**src/rtl/muldiv_ctrl_pkg.sv**
```systemverilog
// Shared definitions for the EX-stage multiply/divide sequencer:
// op codes, FSM state encoding and small op-decode helpers.
package muldiv_ctrl_pkg;

    typedef enum logic [2:0] {
        MD_NONE  = 3'd0,
        MD_MULT  = 3'd1,
        MD_MULTU = 3'd2,
        MD_DIV   = 3'd3,
        MD_DIVU  = 3'd4,
        MD_MTHI  = 3'd5,
        MD_MTLO  = 3'd6,
        MD_RSVD  = 3'd7
    } md_op_e;

    typedef enum logic [1:0] {
        ST_IDLE     = 2'd0,
        ST_MUL_BUSY = 2'd1,
        ST_DIV_BUSY = 2'd2,
        ST_DONE     = 2'd3
    } md_state_e;

    function automatic logic is_mul(input logic [2:0] op);
        return (op == MD_MULT) || (op == MD_MULTU);
    endfunction

    function automatic logic is_div(input logic [2:0] op);
        return (op == MD_DIV) || (op == MD_DIVU);
    endfunction

endpackage

```
**src/rtl/muldiv_ctrl_if.sv**
```systemverilog
// Handshake bus between the muldiv sequencer and the two arithmetic units.
// master = sequencer side, slave = multiplier/divider side.
interface muldiv_ctrl_if #(
    parameter int DATA_WD = 32
);
    logic                   mul_start;
    logic                   mul_signed;
    logic                   div_start;
    logic                   div_signed;
    logic                   unit_annul;
    logic [DATA_WD-1:0]     unit_op1;
    logic [DATA_WD-1:0]     unit_op2;
    logic                   mul_ready;
    logic [2*DATA_WD-1:0]   mul_result;
    logic                   div_ready;
    logic [2*DATA_WD-1:0]   div_result;

    modport master (
        output mul_start, mul_signed, div_start, div_signed, unit_annul,
        output unit_op1, unit_op2,
        input  mul_ready, mul_result, div_ready, div_result
    );

    modport slave (
        input  mul_start, mul_signed, div_start, div_signed, unit_annul,
        input  unit_op1, unit_op2,
        output mul_ready, mul_result, div_ready, div_result
    );
endinterface

```
**src/rtl/muldiv_ctrl_hilo_reg.sv**
```systemverilog
// Architectural HI/LO register pair. A full-pair write (unit result)
// takes priority over the single-half MTHI/MTLO writes.
module hilo_reg #(
    parameter int DATA_WD = 32
) (
    input  logic               clk,
    input  logic               rst,
    input  logic               we_pair,
    input  logic [DATA_WD-1:0] pair_hi,
    input  logic [DATA_WD-1:0] pair_lo,
    input  logic               we_hi,
    input  logic               we_lo,
    input  logic [DATA_WD-1:0] wdata,
    output logic [DATA_WD-1:0] hi,
    output logic [DATA_WD-1:0] lo
);
    logic [DATA_WD-1:0] hi_reg;
    logic [DATA_WD-1:0] lo_reg;

    // HI/LO update: pair write from a finished unit, else single-half moves
    always_ff @(posedge clk or negedge rst) begin
        if (!rst) begin
            hi_reg <= '0;
            lo_reg <= '0;
        end else if (we_pair) begin
            hi_reg <= pair_hi;
            lo_reg <= pair_lo;
        end else begin
            if (we_hi) hi_reg <= wdata;
            if (we_lo) lo_reg <= wdata;
        end
    end

    assign hi = hi_reg;
    assign lo = lo_reg;
endmodule

```
**src/rtl/muldiv_ctrl.sv**
```systemverilog
// EX-stage sequencer for the shared multiplier and divider. Latches operands,
// drives start/annul to the units, stalls EX while a unit is busy, commits
// results and MTHI/MTLO into HI/LO, and times out a unit that never answers.
module muldiv_ctrl
    import muldiv_ctrl_pkg::*;
#(
    parameter int DATA_WD  = 32,
    parameter int MAX_WAIT = 64
) (
    input  logic               clk,
    input  logic               rst,
    input  logic               req_valid,
    input  logic [2:0]         req_op,
    input  logic [DATA_WD-1:0] req_src1,
    input  logic [DATA_WD-1:0] req_src2,
    input  logic               ex_adv,
    input  logic               flush,
    muldiv_ctrl_if.master      unit,
    output logic               stallreq,
    output logic [DATA_WD-1:0] hi_o,
    output logic [DATA_WD-1:0] lo_o,
    output logic               wd_err
);
    localparam int WD_W = $clog2(MAX_WAIT);

    md_state_e          state_reg;
    logic [WD_W-1:0]    wd_cnt_reg;
    logic [DATA_WD-1:0] op1_reg;
    logic [DATA_WD-1:0] op2_reg;
    logic               mul_start_reg;
    logic               div_start_reg;
    logic               mul_signed_reg;
    logic               div_signed_reg;
    logic               wd_err_reg;

    logic start_mul;
    logic start_div;
    logic div_zero;
    logic in_busy;
    logic unit_ready;
    logic wd_hit;
    logic commit;
    logic we_hi;
    logic we_lo;
    logic [DATA_WD-1:0] pair_hi;
    logic [DATA_WD-1:0] pair_lo;

    // Request decode and busy-state qualifiers; only the active unit's ready counts
    always_comb begin
        start_mul  = req_valid && is_mul(req_op);
        start_div  = req_valid && is_div(req_op) && (req_src2 != '0);
        div_zero   = req_valid && is_div(req_op) && (req_src2 == '0);
        in_busy    = (state_reg == ST_MUL_BUSY) || (state_reg == ST_DIV_BUSY);
        unit_ready = ((state_reg == ST_MUL_BUSY) && unit.mul_ready) ||
                     ((state_reg == ST_DIV_BUSY) && unit.div_ready);
        wd_hit     = in_busy && (wd_cnt_reg == WD_W'(MAX_WAIT - 1));
        // flush beats a same-cycle ready: nothing is written
        commit     = unit_ready && !flush;
        we_hi      = (state_reg == ST_IDLE) && req_valid && (req_op == MD_MTHI) && ex_adv && !flush;
        we_lo      = (state_reg == ST_IDLE) && req_valid && (req_op == MD_MTLO) && ex_adv && !flush;
        pair_hi    = (state_reg == ST_MUL_BUSY) ? unit.mul_result[2*DATA_WD-1:DATA_WD]
                                                : unit.div_result[2*DATA_WD-1:DATA_WD];
        pair_lo    = (state_reg == ST_MUL_BUSY) ? unit.mul_result[DATA_WD-1:0]
                                                : unit.div_result[DATA_WD-1:0];
        // stall from the issue cycle until (not including) the ready cycle
        stallreq   = ((state_reg == ST_IDLE) && (start_mul || start_div)) ||
                     (in_busy && !unit_ready);
    end

    // Sequencer FSM with operand latch, start/signed outputs and watchdog
    always_ff @(posedge clk or negedge rst) begin
        if (!rst) begin
            state_reg      <= ST_IDLE;
            wd_cnt_reg     <= '0;
            op1_reg        <= '0;
            op2_reg        <= '0;
            mul_start_reg  <= 1'b0;
            div_start_reg  <= 1'b0;
            mul_signed_reg <= 1'b0;
            div_signed_reg <= 1'b0;
            wd_err_reg     <= 1'b0;
        end else if (flush) begin
            state_reg     <= ST_IDLE;
            mul_start_reg <= 1'b0;
            div_start_reg <= 1'b0;
        end else begin
            case (state_reg)
                ST_IDLE: begin
                    if (start_mul) begin
                        state_reg      <= ST_MUL_BUSY;
                        op1_reg        <= req_src1;
                        op2_reg        <= req_src2;
                        mul_signed_reg <= (req_op == MD_MULT);
                        mul_start_reg  <= 1'b1;
                        wd_cnt_reg     <= '0;
                    end else if (start_div) begin
                        state_reg      <= ST_DIV_BUSY;
                        op1_reg        <= req_src1;
                        op2_reg        <= req_src2;
                        div_signed_reg <= (req_op == MD_DIV);
                        div_start_reg  <= 1'b1;
                        wd_cnt_reg     <= '0;
                    end else if (div_zero) begin
                        // divide by zero: no unit activity, HI/LO left as they are
                        state_reg <= ST_DONE;
                    end
                end
                ST_MUL_BUSY, ST_DIV_BUSY: begin
                    if (unit_ready) begin
                        state_reg     <= ST_DONE;
                        mul_start_reg <= 1'b0;
                        div_start_reg <= 1'b0;
                    end else if (wd_hit) begin
                        state_reg     <= ST_IDLE;
                        mul_start_reg <= 1'b0;
                        div_start_reg <= 1'b0;
                        wd_err_reg    <= 1'b1;
                    end else begin
                        wd_cnt_reg <= wd_cnt_reg + WD_W'(1);
                    end
                end
                ST_DONE: begin
                    // the still-held instruction must not restart the unit
                    if (ex_adv) state_reg <= ST_IDLE;
                end
                default: state_reg <= ST_IDLE;
            endcase
        end
    end

    hilo_reg #(.DATA_WD(DATA_WD)) u_hilo (
        .clk     (clk),
        .rst     (rst),
        .we_pair (commit),
        .pair_hi (pair_hi),
        .pair_lo (pair_lo),
        .we_hi   (we_hi),
        .we_lo   (we_lo),
        .wdata   (req_src1),
        .hi      (hi_o),
        .lo      (lo_o)
    );

    assign unit.mul_start  = mul_start_reg;
    assign unit.div_start  = div_start_reg;
    assign unit.mul_signed = mul_signed_reg;
    assign unit.div_signed = div_signed_reg;
    assign unit.unit_op1   = op1_reg;
    assign unit.unit_op2   = op2_reg;
    // annul in the cycle the op is abandoned (flush or timeout without a ready)
    assign unit.unit_annul = in_busy && (flush || (wd_hit && !unit_ready));
    assign wd_err          = wd_err_reg;
endmodule

```
**src/flat_wrapper.sv**
```systemverilog
// flat-port wrapper written by rule: the top's interface ports become plain ports
module muldiv_ctrl_flat import muldiv_ctrl_pkg::*;
#(
    parameter int DATA_WD  = 32,
    parameter int MAX_WAIT = 64
)
  (clk, rst, req_valid, req_op, req_src1, req_src2, ex_adv, flush, stallreq, hi_o, lo_o, wd_err, unit_mul_start, unit_mul_signed, unit_div_start, unit_div_signed, unit_unit_annul, unit_unit_op1, unit_unit_op2, unit_mul_ready, unit_mul_result, unit_div_ready, unit_div_result);
  muldiv_ctrl_if #(.DATA_WD(DATA_WD)) unit_i ();
  input  logic clk;
  input  logic rst;
  input  logic req_valid;
  input  logic [2:0] req_op;
  input  logic [DATA_WD-1:0] req_src1;
  input  logic [DATA_WD-1:0] req_src2;
  input  logic ex_adv;
  input  logic flush;
  output logic stallreq;
  output logic [DATA_WD-1:0] hi_o;
  output logic [DATA_WD-1:0] lo_o;
  output logic wd_err;
  output wire logic [$bits(unit_i.mul_start)-1:0] unit_mul_start;
  output wire logic [$bits(unit_i.mul_signed)-1:0] unit_mul_signed;
  output wire logic [$bits(unit_i.div_start)-1:0] unit_div_start;
  output wire logic [$bits(unit_i.div_signed)-1:0] unit_div_signed;
  output wire logic [$bits(unit_i.unit_annul)-1:0] unit_unit_annul;
  output wire logic [$bits(unit_i.unit_op1)-1:0] unit_unit_op1;
  output wire logic [$bits(unit_i.unit_op2)-1:0] unit_unit_op2;
  input wire logic [$bits(unit_i.mul_ready)-1:0] unit_mul_ready;
  input wire logic [$bits(unit_i.mul_result)-1:0] unit_mul_result;
  input wire logic [$bits(unit_i.div_ready)-1:0] unit_div_ready;
  input wire logic [$bits(unit_i.div_result)-1:0] unit_div_result;
  assign unit_mul_start = unit_i.mul_start;
  assign unit_mul_signed = unit_i.mul_signed;
  assign unit_div_start = unit_i.div_start;
  assign unit_div_signed = unit_i.div_signed;
  assign unit_unit_annul = unit_i.unit_annul;
  assign unit_unit_op1 = unit_i.unit_op1;
  assign unit_unit_op2 = unit_i.unit_op2;
  assign unit_i.mul_ready = unit_mul_ready;
  assign unit_i.mul_result = unit_mul_result;
  assign unit_i.div_ready = unit_div_ready;
  assign unit_i.div_result = unit_div_result;
  muldiv_ctrl #(.DATA_WD(DATA_WD), .MAX_WAIT(MAX_WAIT)) u_core (.clk(clk), .rst(rst), .req_valid(req_valid), .req_op(req_op), .req_src1(req_src1), .req_src2(req_src2), .ex_adv(ex_adv), .flush(flush), .unit(unit_i), .stallreq(stallreq), .hi_o(hi_o), .lo_o(lo_o), .wd_err(wd_err));
endmodule
```
**config.mk**
```make
export PLATFORM = sky130hd
export DESIGN_NAME = muldiv_ctrl_flat
export DESIGN_NICKNAME = d
export VERILOG_FILES = /design/src/rtl/muldiv_ctrl_pkg.sv /design/src/rtl/muldiv_ctrl_if.sv /design/src/rtl/muldiv_ctrl_hilo_reg.sv /design/src/rtl/muldiv_ctrl.sv /design/src/flat_wrapper.sv
export SDC_FILE = /design/constraint.sdc
export NUM_CORES = 1
export LEC_CHECK = 0
export BUFFER_PORTS_ARGS = -buffer_cell sky130_fd_sc_hd__clkbuf_2
export CORE_UTILIZATION = 43
export DETAILED_ROUTE_END_ITERATION = 8
export PLACE_DENSITY = 0.78
export SLEW_MARGIN = 20
export SYNTH_ARGS = -nofsm -noshare
export SYNTH_HDL_FRONTEND = slang
export SYNTH_SLANG_ARGS = --single-unit
```
**constraint.sdc**
```tcl
create_clock -name clk -period 2 [get_ports clk]
set_input_delay 0.1 -clock clk [delete_from_list [all_inputs] [get_ports clk]]
set_output_delay 0.1 -clock clk [all_outputs]
set_load 0.01 [all_outputs]
```
==> flow_summary.ini <==
[drt]
via_count = 7004
wl_per_cell_um = 21.3
drc = 0
routed_via_density = 5.45
dr.pass1.iters = 6
dr.first_iter.drc_count = 432
ant_nets = 0
postRouteWirelength_um = 27300

[clock_network]
clockBufferDepth = 2
clkTransAtPathRegs_ns = 0.06
clk_latency_ns = 0.42
tritoncts = built
cts-root-buf = clkbuf_16
htree_levels = 4
cts_buffers = 17
cts_sinks = 141

[die]
design.core.area_um2 = 16500
num_io_pins = 337
start_util = 0.439
die-area_um2 = 17400
fp.dieH_um = 132
die_x_um = 132
rows = 47

[power]
p_clk_frac = 0.202
sequentialPowerShare = 0.309
vdd_drop_max_mv = 0.706
p_leak_nw = 6.04
p_sw_frac = 0.366
power_frac_comb = 0.489
power_switching_mw = 6.04
power_density_nw_per_um2 = 1380
p_int_mw = 10.4

[synth]
synthesis.nets = 788
async_reset_ff_frac = 1.00
synth_edf_count = 0
synth_ff_type = dfrtp_1
synth_area_leader_cell = dfrtp_1
postSynthAreaPerCell_um2 = 12.5
yosys-top-cells-area = dfrtp_1, mux2_4, mux2i_1
syn-instance-count = 581
ys_seq_elements = 141
yosys_warnings = 0
synth_area_um2 = 7250
yosysSeqAreaShare = 0.487
synth_cell_types = 49
netlist.area_leader.share = 0.487

[worst_setup_path]
arrival_ns = 2.44
slowest_stage = dfrtp_1
reg2reg_from = u_core.state_reg[1]
critPathBufInv = 3
crit_type = register to register
max_stage_delay_ns = 0.40
cp-end-kind = register
start_kind = register
r2r_cells = 9
path_cells = inv_2 -> ha_4 -> nand3b_1 -> nor2_2 -> a22oi_2 -> o21ai_4 -> buf_6 -> clkbuf_16 -> mux2_4
crit_fanout = 5
crit_family = buffers and inverters
r2r-end = u_core.unit.unit_op1[0]
required_ns = 2.30
r2r_setup_slack_ns = -0.15

[final_layout]
final_cell_mix = clkbuf_2, dfrtp_1, a21o_1, dlygate4sd3_1
area_growth_pct = 64.7
nNetsFinal = 1256
final_area_um2 = 11900
drive_above_1_share = 0.564
final_common_cell = clkbuf_2

[grt]
grt_overflow = 0
antenna_found_initial = 2
first_global_vias = 6796
grt_max_degree = 52
grt_pass1_wl_um = 35500
grt_use_total = 0.262

[place]
port_buffers = 336
place_area_um2 = 9400
gp_congestion = 0.843
hpwlAfterDp_um = 14900
place_ws_ns = -0.146

[timing]
slew_violations = 0
tightestPinTransition_ns = 0.594
timing.fmax_mhz = 466
rsz0062_at_grt = yes
max_slew_margin = 0.602
clock-skew-final_ns = 0.0134
whs_ns = 0.0841
setup_violations = 126
setup_ws_ns = -0.146
period_needed_ns = 2.15
hold_viol = 0
fin_crit_sh = 1.07

[run_status]
status = finished with violations
violations = negative setup slack

[hold_path]
whs_path_depth = 2
min_from = req_op[1]
hold_class = input port to register
worstHoldEndpoint = u_core.unit.mul_signed

[run]
drv_cap = 0
==> through the flow <==
stage / TNS, ns / util / std cells / total power [mW]
floorplan: -8.14 / - / 581 / 8.83
global placement: -8.84 / 0.569 / 1139 / 11.4
detailed placement: -11.75 / 0.569 / 1139 / 11.5
CTS: -0.611 / 0.655 / 1242 / 15.2
global route: -15.25 / 0.722 / 1284 / 17.2
finish: -8.27 / 0.722 / 1284 / 16.5
==> final cells by class <==
type / instances / area (µm²)
clock buffer: 20 / 457
timing repair buffer: 490 / 3670
antenna: 2 / 5.00
inverter: 8 / 30.0
fill: 1064 / 4590
tap: 220 / 275
sequential: 141 / 3530
clock inverter: 12 / 158
multi-input combinational: 391 / 3810
==> cell usage after synthesis (3+ instances only) <==
| cell type | instances |
|---|---|
| buf_12 | 6 |
| clkbuf_1 | 13 |
| inv_1 | 8 |
| nor2_1 | 40 |
| mux2_4 | 60 |
| o211ai_1 | 3 |
| nor4_1 | 8 |
| buf_2 | 21 |
| a21oi_1 | 5 |
| a211oi_1 | 65 |
| o21ai_0 | 6 |
| nor3_1 | 4 |
| dfrtp_1 | 141 |
| mux2_2 | 7 |
| nand3_1 | 5 |
| nor2b_1 | 3 |
| nand3b_1 | 3 |
| mux2i_1 | 65 |
| ha_1 | 5 |
| nand2_1 | 9 |
| a21o_1 | 65 |
==> power by group through the flow <==
stage / registers, mW / logic [mW] / clock network (mW)
floorplan: 5.55 / 3.28 / 0
detailed placement: 5.05 / 6.49 / 0
global placement: 5.03 / 6.37 / 0
CTS: 5.03 / 6.83 / 3.35
global route: 5.23 / 8.50 / 3.47
finish: 5.09 / 8.05 / 3.34
==> timing repair <==
action | CTS | global route
hold buffers | 65 | 0
buffers inserted | 5 | 15
gates cloned | 2 | 25
setup endpoints to repair | 136 | 135
gates resized for setup | 17 | 91
endpoints found under the hold margin | 113 | 0
pin swaps | 5 | 4
==> worst max-delay path by stage <==
stage	cells after the start	slack (ns)	startpoint	end
3_5_place_dp	9	-0.15	u_core.state_reg[0]	u_core.u_hilo.hi[18]
5_1_grt	9	-0.18	u_core.state_reg[1]	u_core.unit.unit_op1[0]
2_1_floorplan	9	-0.13	u_core.state_reg[0]	u_core.unit.unit_op1[0]
6_report	9	-0.15	u_core.state_reg[1]	u_core.unit.unit_op1[0]
3_3_place_gp	9	-0.12	u_core.state_reg[0]	u_core.u_hilo.hi[4]
4_1_cts	9	-0.03	u_core.state_reg[1]	u_core.unit.unit_op2[28]
==> kinds of logic (layout without fill, tap and decap cells) <==
logic type	Yosys count	count (layout)	synth area share
fa+ha+maj	5	5	0.00863
mux	133	133	0.226
other cells	0	2	0
xor+xnor	1	1	0.00121
simple gates	88	88	0.0623
buf+inv	49	530	0.0435
flops	141	141	0.487
compound gates	164	164	0.171
==> layer usage <==
metal,routed length (µm),GRT usage
met1,11200,0.308
met2,13500,0.461
met3,1670,0.0542
met4,958,0.120
met5,0,0
Note: power is estimated with default switching activity, not from simulation.
